[src/rtl/mem_acc_pkg.sv]
// mem_acc_pkg: shared definitions for the MEM-stage data-memory access unit.
//   - size encodings for load/store width
//   - FSM state encoding
//   - misaligned(): decides whether a request must go to FAULT
package mem_acc_pkg;

    localparam logic [1:0] SZ_BYTE = 2'b00;
    localparam logic [1:0] SZ_HALF = 2'b01;
    localparam logic [1:0] SZ_WORD = 2'b10;
    localparam logic [1:0] SZ_RSVD = 2'b11;

    typedef enum logic [2:0] {
        ST_IDLE   = 3'd0,
        ST_LOAD   = 3'd1,
        ST_RMW_RD = 3'd2,
        ST_WRITE  = 3'd3,
        ST_FAULT  = 3'd4
    } state_t;

    // The reserved size is treated as a fault together with true misalignment,
    // so one test covers every request that must not touch memory.
    function automatic logic misaligned(input logic [1:0] size, input logic [1:0] off);
        logic bad;
        case (size)
            SZ_BYTE: bad = 1'b0;
            SZ_HALF: bad = off[0];
            SZ_WORD: bad = (off != 2'b00);
            default: bad = 1'b1;
        endcase
        return bad;
    endfunction

endpackage

[src/rtl/mem_lane.sv]
// mem_lane: combinational little-endian lane logic for a 32-bit memory word.
// Ports:
//   word_i   : word read from memory
//   wdata_i  : right-justified store data
//   size_i   : access size (SZ_BYTE / SZ_HALF / SZ_WORD)
//   signed_i : sign-extend sub-word loads
//   off_i    : byte offset within the word (addr[1:0])
//   ext_o    : addressed lane(s) extracted and extended to 32 bits
//   merged_o : word_i with the addressed lane(s) replaced by wdata_i low bits
module mem_lane
    import mem_acc_pkg::*;
(
    input  logic [31:0] word_i,
    input  logic [31:0] wdata_i,
    input  logic [1:0]  size_i,
    input  logic        signed_i,
    input  logic [1:0]  off_i,
    output logic [31:0] ext_o,
    output logic [31:0] merged_o
);

    logic [4:0]  byte_sh;
    logic [4:0]  half_sh;
    logic [7:0]  byte_v;
    logic [15:0] half_v;
    logic [31:0] byte_mask;
    logic [31:0] half_mask;

    // Byte lane k sits at bits [8k+7:8k]; half lane h at [16h+15:16h].
    assign byte_sh   = {off_i, 3'b000};
    assign half_sh   = {off_i[1], 4'b0000};
    assign byte_v    = 8'(word_i >> byte_sh);
    assign half_v    = 16'(word_i >> half_sh);
    assign byte_mask = 32'h0000_00FF << byte_sh;
    assign half_mask = 32'h0000_FFFF << half_sh;

    always_comb begin
        ext_o    = word_i;
        merged_o = wdata_i;
        case (size_i)
            SZ_BYTE: begin
                ext_o    = signed_i ? {{24{byte_v[7]}}, byte_v} : {24'h0, byte_v};
                merged_o = (word_i & ~byte_mask) | ((32'(wdata_i[7:0]) << byte_sh) & byte_mask);
            end
            SZ_HALF: begin
                ext_o    = signed_i ? {{16{half_v[15]}}, half_v} : {16'h0, half_v};
                merged_o = (word_i & ~half_mask) | ((32'(wdata_i[15:0]) << half_sh) & half_mask);
            end
            default: begin
                ext_o    = word_i;
                merged_o = wdata_i;
            end
        endcase
    end

endmodule

[src/rtl/mem_access_unit.sv]
// mem_access_unit: MEM-stage initiator for the word-wide, byte-addressed,
// little-endian data memory. Converts one load/store request into aligned
// mrd/mwr cycles; sub-word stores use read-modify-write.
// Ports:
//   clk, rst                 : clock, synchronous active-high reset
//   req_valid/req_ready      : request handshake (ready == idle)
//   req_wr, req_size, req_signed, req_addr, req_wdata : request fields
//   rsp_valid, rsp_rdata, rsp_err : one-cycle completion pulse and result
//   busy                     : unit not idle (pipeline stall)
//   mem_adr, mem_din, mem_rd, mem_wr, mem_dout : memory port
module mem_access_unit
    import mem_acc_pkg::*;
#(
    parameter int ADDR_W = 32,
    parameter int DATA_W = 32
) (
    input  logic              clk,
    input  logic              rst,
    input  logic              req_valid,
    output logic              req_ready,
    input  logic              req_wr,
    input  logic [1:0]        req_size,
    input  logic              req_signed,
    input  logic [ADDR_W-1:0] req_addr,
    input  logic [DATA_W-1:0] req_wdata,
    output logic              rsp_valid,
    output logic [DATA_W-1:0] rsp_rdata,
    output logic              rsp_err,
    output logic              busy,
    output logic [ADDR_W-1:0] mem_adr,
    output logic [DATA_W-1:0] mem_din,
    output logic              mem_rd,
    output logic              mem_wr,
    input  logic [DATA_W-1:0] mem_dout
);

    state_t            state_q, state_d;
    logic [ADDR_W-1:0] addr_q, addr_d;
    logic [1:0]        size_q, size_d;
    logic              signed_q, signed_d;
    logic [DATA_W-1:0] buf_q, buf_d;
    logic              rsp_valid_q;
    logic              rsp_err_q;
    logic [DATA_W-1:0] rdata_q;
    logic [31:0]       ext_w;
    logic [31:0]       merged_w;

    mem_lane u_lane (
        .word_i   (mem_dout),
        .wdata_i  (buf_q),
        .size_i   (size_q),
        .signed_i (signed_q),
        .off_i    (addr_q[1:0]),
        .ext_o    (ext_w),
        .merged_o (merged_w)
    );

    // The store/load direction is not kept: it is fully encoded in the
    // state chosen at accept time.
    always_comb begin
        state_d  = state_q;
        addr_d   = addr_q;
        size_d   = size_q;
        signed_d = signed_q;
        buf_d    = buf_q;
        case (state_q)
            ST_IDLE: begin
                if (req_valid) begin
                    addr_d   = req_addr;
                    size_d   = req_size;
                    signed_d = req_signed;
                    if (req_wr) buf_d = req_wdata;
                    if (misaligned(req_size, req_addr[1:0])) state_d = ST_FAULT;
                    else if (!req_wr)                         state_d = ST_LOAD;
                    else if (req_size == SZ_WORD)             state_d = ST_WRITE;
                    else                                      state_d = ST_RMW_RD;
                end
            end
            ST_LOAD: state_d = ST_IDLE;
            ST_RMW_RD: begin
                // Buffer holds the store data until here; replace it with the merged word.
                buf_d   = merged_w;
                state_d = ST_WRITE;
            end
            ST_WRITE: state_d = ST_IDLE;
            ST_FAULT: state_d = ST_IDLE;
            default:  state_d = ST_IDLE;
        endcase
    end

    always_ff @(posedge clk) begin
        if (rst) begin
            state_q     <= ST_IDLE;
            addr_q      <= '0;
            size_q      <= SZ_BYTE;
            signed_q    <= 1'b0;
            buf_q       <= '0;
            rsp_valid_q <= 1'b0;
            rsp_err_q   <= 1'b0;
            rdata_q     <= '0;
        end else begin
            state_q     <= state_d;
            addr_q      <= addr_d;
            size_q      <= size_d;
            signed_q    <= signed_d;
            buf_q       <= buf_d;
            // Response is a registered pulse that lines up with the return to IDLE.
            rsp_valid_q <= (state_q == ST_LOAD) || (state_q == ST_WRITE) || (state_q == ST_FAULT);
            rsp_err_q   <= (state_q == ST_FAULT);
            rdata_q     <= (state_q == ST_LOAD) ? ext_w : '0;
        end
    end

    assign req_ready = (state_q == ST_IDLE);
    assign busy      = (state_q != ST_IDLE);
    assign rsp_valid = rsp_valid_q;
    assign rsp_err   = rsp_err_q;
    assign rsp_rdata = rdata_q;

    assign mem_rd  = (state_q == ST_LOAD) || (state_q == ST_RMW_RD);
    // A reset landing on the write cycle must not corrupt memory.
    assign mem_wr  = (state_q == ST_WRITE) && !rst;
    assign mem_din = mem_wr ? buf_q : '0;
    assign mem_adr = mem_rd || (state_q == ST_WRITE) ? {addr_q[ADDR_W-1:2], 2'b00} : '0;

endmodule

[config.mk]
export PLATFORM = sky130hd
export DESIGN_NAME = mem_access_unit
export DESIGN_NICKNAME = d
export VERILOG_FILES = /design/src/rtl/mem_acc_pkg.sv /design/src/rtl/mem_lane.sv /design/src/rtl/mem_access_unit.sv
export SDC_FILE = /design/constraint.sdc
export NUM_CORES = 1
export LEC_CHECK = 0
export ABC_AREA = 1
export BUFFER_PORTS_ARGS = -buffer_cell sky130_fd_sc_hd__buf_2
export CORE_UTILIZATION = 55
export DETAILED_ROUTE_END_ITERATION = 8
export GPL_TIMING_DRIVEN = 0
export PLACE_DENSITY = 0.95
export SLEW_MARGIN = 20
export SYNTH_ARGS = -nofsm -noshare
export SYNTH_HDL_FRONTEND = slang
export SYNTH_SLANG_ARGS = --single-unit
[constraint.sdc]
create_clock -name clk -period 3 [get_ports clk]
set_input_delay 0.6 -clock clk [delete_from_list [all_inputs] [get_ports clk]]
set_output_delay 0.6 -clock clk [all_outputs]
set_load 0.05 [all_outputs]
==> insert_results.sql, run 1 <==
INSERT INTO impl_metrics (metric_group, metric, value, unit) VALUES
('global_routing', 'globalRouteTotalUtil', '38.2', '%'),
('cts', 'clock_latency', '0.38', 'ns'),
('floorplanning', 'die_width', '106', 'µm'),
('power_and_ir_drop', 'power_per_cell_area', '464', 'nW/µm²'),
('yosys', 'synth.lib_cells_used.distinct', '30', ''),
('sta', 'timing.final.crit_period', '2.74', 'ns'),
('drt', 'drt_wl_total', '21500', 'µm'),
('cts', 'clk_path_buf_depth', '2', ''),
('run', 'drv.max_cap_violation_count', '0', ''),
('power_and_ir_drop', 'final_total_pwr', '3.40', 'mW'),
('hold_path', 'holdCritPathClass', 'in -> reg', ''),
('global_routing', 'global_route.overflow_total', '0', ''),
('cts', 'post_cts_buffers', '0', ''),
('floorplanning', 'ioPinCount', '205', ''),
('setup_path', 'worstPathRequired', '2.40', 'ns'),
('sta', 'timing.setup.tns', '0', 'ns'),
('setup_path', 'worst-endpoint-arrival', '2.14', 'ns'),
('placed_design', 'buffer_ports.inserted', '202', ''),
('drt', 'routedLengthMet1', '8530', 'µm'),
('sta', 'slew-limit-headroom', '57.4', '%'),
('final_layout', 'final_cell_mix', 'sky130_fd_sc_hd__nand2_1 (267), sky130_fd_sc_hd__buf_2 (227), sky130_fd_sc_hd__nor2_1 (182)', ''),
('final_layout', 'post_route_cells_drive_above_1_share', '24.3', '%'),
('floorplanning', 'std_cell_rows', '37', ''),
('yosys', 'synth-seq-area-share', '34.9', '%'),
('sta', 'max_freq', '364', 'MHz'),
('drt', 'route.met3.wl', '2240', 'µm'),
('drt', 'vias_per_cell', '5.43', ''),
('global_routing', 'pin_count_of_the_biggest_net_entering_global_routing', '20', ''),
('hold_path', 'holdCritStartpoint', 'rst', ''),
('drt', 'first_pass_iters', '7', ''),
('final_layout', 'syn2layout_area_growth', '23.1', '%'),
('global_routing', 'grt_first_pass_wirelength', '33300', 'µm'),
('yosys', 'synth_cells', '992', ''),
('floorplanning', 'core_region_area', '10400', 'µm²'),
('floorplanning', 'die_height', '106', 'µm'),
('setup_path', 'worst_setup_path_start_kind', 'input port', ''),
('drt', 'vias', '7309', ''),
('placed_design', 'gp_routability_congestion', '1.02', ''),
('drt', 'met2WireLength', '9750', 'µm'),
('floorplanning', 'die_area', '11300', 'µm²'),
('outcome', 'status', 'finished, final reports clean', ''),
('final_layout', 'nNetsFinal', '1309', ''),
('power_and_ir_drop', 'irDropWorstVdd', '0.319', 'mV'),
('cts', 'cts-buffers-inserted', '9', ''),
('yosys', 'yosys_register_bits', '104', ''),
('drt', 'wire_per_inst', '15.9', 'µm'),
('final_layout', 'num-fill-cells', '942', ''),
('setup_path', 'cp_endpoint_kind', 'output pin', ''),
('cts', 'cts.sinks', '104', ''),
('sta', 'setup_violations', '0', ''),
('sta', 'actual_transition_at_the_worst_max_transition_pin', '0.636', 'ns'),
('final_layout', 'fin_util', '70.5', '%'),
('cts', 'cts_tree', 'yes', ''),
('cts', 'cts_hold_buf', '0', ''),
('sta', 'grt_setup_unrepaired', 'false', ''),
('yosys', 'synth.avg_cell_area', '6.01', 'µm²'),
('sta', 'hold_violations', '0', ''),
('cts', 'cts_repair_resized_insts', '0', ''),
('sta', 'final-max-slew-violation-count', '0', ''),
('final_layout', 'final_design_area_no_fill', '7340', 'µm²'),
('sta', 'worst_slack', '0.256', 'ns'),
('drt', 'drt_iter0_drc', '727', ''),
('global_routing', 'antenna_found_initial', '0', ''),
('cts', 'cts.root.buffer_cell', 'sky130_fd_sc_hd__clkbuf_8', ''),
('drt', 'highest-signal-layer', 'met4', ''),
('floorplanning', 'effective_utilization_at_floorplan', '57.2', '%'),
('sta', 'final_min_period_over_clock_period', '91.5', '%'),
('yosys', 'syn-cell-area', '5960', 'µm²'),
('drt', 'postRouteAntennaNets', '0', ''),
('setup_path', 'worstSetupPathType', 'in -> out', ''),
('cts', 'cts-htree-levels', '3', ''),
('placed_design', 'placement.setup.worst_slack', '0.317', 'ns'),
('setup_path', 'critPathLaunch', 'rst', ''),
('cts', 'cts.clk_slew.worst_paths', '0.12', 'ns'),
('yosys', 'ys.warnings.count', '0', ''),
('final_layout', 'antennaDiodeCount', '0', ''),
('placed_design', 'placed_area', '7150', 'µm²'),
('drt', 'detail_route.drc_violations', '0', ''),
('final_layout', 'most_common_cell_after_layout_fill_and_taps_aside', 'sky130_fd_sc_hd__nand2_1', ''),
('global_routing', 'via_count_of_the_first_global_routing_pass', '6665', ''),
('power_and_ir_drop', 'cellLeakagePower', '3.80', 'nW'),
('setup_path', 'regToRegStartpoint', 'state_q[2]', ''),
('sta', 'skew', '0.0186', 'ns'),
('placed_design', 'dpl_wire_length', '16800', 'µm'),
('setup_path', 'crit_fanout', '10', '');
[worst max-delay path, stage by stage]
cell and delay (ns):
sky130_fd_sc_hd__buf_2 0.13, sky130_fd_sc_hd__inv_2 0.11, sky130_fd_sc_hd__nand3_1 0.20, sky130_fd_sc_hd__nor2_2 0.19, sky130_fd_sc_hd__inv_1 0.16, sky130_fd_sc_hd__clkbuf_1 0.29
sky130_fd_sc_hd__nor2_1 0.19, sky130_fd_sc_hd__buf_2 0.28
[cells in the mapped netlist, drive strengths merged]
library cell | n | area [µm²]
nand2 | 270 | 1020
nor2 | 193 | 769
inv | 112 | 420
dfxtp | 104 | 2080
a21oi | 82 | 452
nand3 | 66 | 340
o21ai | 49 | 245
buf | 34 | 193
clkbuf | 27 | 101
nand4 | 18 | 113
or2 | 16 | 100
nor3 | 9 | 45.0
o22ai | 5 | 31.3
o211ai | 2 | 15.0
a22oi | 1 | 7.51
clkinv | 1 | 3.75
conb | 1 | 3.75
nand3b | 1 | 11.3
o31ai | 1 | 7.51
[cells by family (layout without fill, tap and decap cells)]
family / after synthesis / after routing / share of synthesized area [%]
and+or+nand+nor: 573 / 573 / 40.3
buffers and inverters: 174 / 392 / 12.0
AOI/OAI and AO/OA: 140 / 140 / 12.7
DFF: 104 / 104 / 34.9
other: 1 / 2 / 0.0629
[routing by layer]
metal	track usage [%]	vias to the layer above
met5	0	-
met4	19.3	0
met3	9.20	84
met2	62.3	424
met1	46.7	3291
li1	-	3510
[power breakdown]
| part | total, mW | internal (mW) | switching [mW] |
|---|---|---|---|
| Sequential | 1.52 | 1.48 | 0.0390 |
| Combinational | 1.01 | 0.305 | 0.703 |
| Clock | 0.874 | 0.325 | 0.548 |
[per-stage QoR]
step | instances | hold slack [ns]
after global routing | 1347 | 0.438
final | 1347 | 0.441
after global placement | 1331 | 0.441
after CTS | 1347 | 0.440
after detailed placement | 1331 | 0.444
after floorplan | 993 | 0.430
[worst paths after layout]
kind           endpoint  slack [ns]  cells past startpoint
max          mem_din[1]        0.26                      8
min          state_q[2]        0.44                      2
max reg2reg   buf_q[26]        1.10                      7
min reg2reg  addr_q[29]        0.46                      2
[layout make-up]
type,instances,area [µm²],share of cell area (%)
buffer,61,294,4.01
clock buffer,10,128,1.74
clock inverter,6,62.6,0.852
inverter,113,424,5.78
multi-input combinational,715,3170,43.2
sequential,104,2080,28.4
tap,136,170,2.32
timing repair buffer,202,1010,13.8
(Power assumes the default switching activity.)
==> inputs of run 2 (changes only) <==
--- a/config.mk
+++ b/config.mk
@@ -7,6 +7,7 @@
 export LEC_CHECK = 0
 export ABC_AREA = 1
 export BUFFER_PORTS_ARGS = -buffer_cell sky130_fd_sc_hd__buf_2
+export CORE_MARGIN = 3
 export CORE_UTILIZATION = 55
 export DETAILED_ROUTE_END_ITERATION = 8
 export GPL_TIMING_DRIVEN = 0
==> insert_results.sql, run 2 (same netlist as run 1, synthesis figures left out) <==
INSERT INTO impl_metrics (metric_group, metric, value, unit) VALUES
('drt', 'wire_per_inst', '16.7', 'µm'),
('drt', 'first_pass_iters', '6', ''),
('cts', 'cts.root.buffer_cell', 'sky130_fd_sc_hd__clkbuf_8', ''),
('placed_design', 'gp_routability_congestion', '0.996', ''),
('drt', 'postRouteAntennaNets', '0', ''),
('sta', 'setup_violations', '0', ''),
('drt', 'detail_route.drc_violations', '0', ''),
('sta', 'timing.setup.tns', '0', 'ns'),
('power_and_ir_drop', 'power.switching', '1.30', 'mW'),
('cts', 'cts.sinks', '104', ''),
('final_layout', 'syn2layout_area_growth', '23.3', '%'),
('cts', 'cts.clk_slew.worst_paths', '0.11', 'ns'),
('power_and_ir_drop', 'share_seq_of_total_power', '44.6', '%'),
('drt', 'drt_wl_total', '22500', 'µm'),
('floorplanning', 'core_region_area', '10400', 'µm²'),
('drt', 'drt_iter0_drc', '732', ''),
('floorplanning', 'std_cell_rows', '37', ''),
('drt', 'route.met3.wl', '2560', 'µm'),
('cts', 'cts_tree', 'yes', ''),
('setup_path', 'worst_setup_path_start_kind', 'register', ''),
('sta', 'actual_transition_at_the_worst_max_transition_pin', '0.723', 'ns'),
('global_routing', 'antenna_found_initial', '0', ''),
('final_layout', 'post_route_cells_drive_above_1_share', '24.4', '%'),
('floorplanning', 'effective_utilization_at_floorplan', '57.2', '%'),
('cts', 'clock_latency', '0.39', 'ns'),
('power_and_ir_drop', 'power_per_cell_area', '467', 'nW/µm²'),
('global_routing', 'pin_count_of_the_biggest_net_entering_global_routing', '20', ''),
('floorplanning', 'ioPinCount', '205', ''),
('global_routing', 'grt_first_pass_wirelength', '33800', 'µm'),
('cts', 'post_cts_buffers', '0', ''),
('final_layout', 'layout.area.seq', '2080', 'µm²'),
('sta', 'hold_violations', '0', ''),
('drt', 'vias', '7313', ''),
('setup_path', 'worstPathRequired', '2.40', 'ns'),
('sta', 'skew', '0.0152', 'ns'),
('sta', 'max_freq', '365', 'MHz'),
('final_layout', 'nNetsFinal', '1309', ''),
('drt', 'routedLengthMet1', '8920', 'µm'),
('drt', 'vias_per_cell', '5.43', ''),
('setup_path', 'crit_fanout', '10', ''),
('final_layout', 'final_design_area_no_fill', '7350', 'µm²'),
('global_routing', 'via_count_of_the_first_global_routing_pass', '6618', ''),
('power_and_ir_drop', 'share_comb_of_total_power', '29.4', '%'),
('power_and_ir_drop', 'irDropWorstVdd', '0.291', 'mV'),
('drt', 'met2WireLength', '9860', 'µm'),
('final_layout', 'layout.cells.non_filler', '1347', ''),
('run', 'drv.max_cap_violation_count', '0', ''),
('global_routing', 'globalRouteTotalUtil', '36.8', '%'),
('cts', 'cts_repair_resized_insts', '0', ''),
('drt', 'highest-signal-layer', 'met4', ''),
('sta', 'final_min_period_over_clock_period', '91.4', '%'),
('hold_path', 'holdCritPathClass', 'in -> reg', ''),
('cts', 'clk_path_buf_depth', '2', ''),
('setup_path', 'cp_endpoint_kind', 'output pin', ''),
('sta', 'grt_setup_unrepaired', 'false', ''),
('sta', 'slew-limit-headroom', '51.6', '%'),
('final_layout', 'final_cell_mix', 'sky130_fd_sc_hd__nand2_1 (267), sky130_fd_sc_hd__buf_2 (227), sky130_fd_sc_hd__nor2_1 (182)', ''),
('power_and_ir_drop', 'share_clk_of_total_power', '26.0', '%'),
('power_and_ir_drop', 'switching_share', '37.9', '%'),
('floorplanning', 'die_area', '12100', 'µm²'),
('setup_path', 'worst_path_largest_cell_delay', '0.43', 'ns'),
('setup_path', 'worstPathCellList', 'nand3_1 -> nor2_2 -> inv_1 -> clkbuf_1 -> nor2_1 -> buf_2', ''),
('cts', 'cts-htree-levels', '3', ''),
('outcome', 'status', 'finished, final reports clean', ''),
('global_routing', 'global_route.overflow_total', '0', ''),
('sta', 'final-max-slew-violation-count', '0', ''),
('placed_design', 'placed_area', '7150', 'µm²'),
('setup_path', 'worstSetupPathType', 'reg -> out', ''),
('floorplanning', 'die_width', '110', 'µm'),
('placed_design', 'dp.cells', '1331', ''),
('placed_design', 'buffer_ports.inserted', '202', ''),
('placed_design', 'dpl_wire_length', '17500', 'µm'),
('final_layout', 'num-fill-cells', '946', ''),
('final_layout', 'antennaDiodeCount', '0', ''),
('power_and_ir_drop', 'cellInternalPower', '2.13', 'mW'),
('setup_path', 'timing.critical_path.slowest_stage_cell', 'sky130_fd_sc_hd__dfxtp_1', ''),
('cts', 'cts_hold_buf', '0', ''),
('cts', 'cts-buffers-inserted', '9', ''),
('sta', 'timing.final.crit_period', '2.74', 'ns'),
('setup_path', 'worst-endpoint-arrival', '2.14', 'ns'),
('power_and_ir_drop', 'cellLeakagePower', '3.81', 'nW'),
('floorplanning', 'die_height', '110', 'µm'),
('final_layout', 'most_common_cell_after_layout_fill_and_taps_aside', 'sky130_fd_sc_hd__nand2_1', ''),
('power_and_ir_drop', 'final_total_pwr', '3.43', 'mW'),
('final_layout', 'multi_input_comb_area', '3170', 'µm²');
-- run 2: cell count changes in the layout (fill, tap and decap cells not counted), sizes merged --
cell / before / now
clkinv: 4 / 5
inv: 115 / 114
-- run 2: layer usage --
metal / track usage [%] / vias to the layer above
met5: 0 / -
met4: 17.9 / 0
met3: 7.22 / 86
met2: 58.2 / 481
met1: 48.0 / 3236
li1: - / 3510
-- run 2: final timing paths --
check	end	slack, ns	from	cells past startpoint
max	mem_din[17]	0.26	state_q[0]	6
min reg2reg	addr_q[11]	0.46	addr_q[11]	2
min	rsp_err	0.42	rst	2
max reg2reg	buf_q[27]	1.08	state_q[0]	7
-- run 2: worst max-delay path: cells and delay by family (launching register included) --
family,cells,cell delay (ns)
and+or+nand+nor,3,0.58
buffers and inverters,3,0.73
DFF,1,0.43
-- run 2: power groups by stage --
stage / clock (mW) / sequential [mW] / combinational [mW]
2_1_floorplan: 0 / 1.56 / 0.658
3_3_place_gp: 0 / 1.56 / 0.965
4_1_cts: 0.887 / 1.53 / 0.985
6_report: 0.892 / 1.53 / 1.01
3_5_place_dp: 0 / 1.56 / 0.980
5_1_grt: 0.944 / 1.54 / 1.11
-- run 2: cell type report --
cell class / count / area share [%]
Timing Repair Buffer: 202 / 13.8
Buffer: 61 / 4.00
Clock buffer: 10 / 1.87
Inverter: 113 / 5.77
Clock inverter: 6 / 0.851
Tap cell: 136 / 2.32
Multi-Input combinational cell: 715 / 43.1
Sequential cell: 104 / 28.3
-- run 2: through the flow --
stage               hold WS (ns)  util (%)  setup slack (ns)
floorplan                  0.430         -            0.0362
detailed placement         0.444      68.6             0.291
global placement           0.440      68.6             0.331
finish                     0.415      70.6             0.257
global route               0.434      70.6             0.118
CTS                        0.409      70.6             0.266
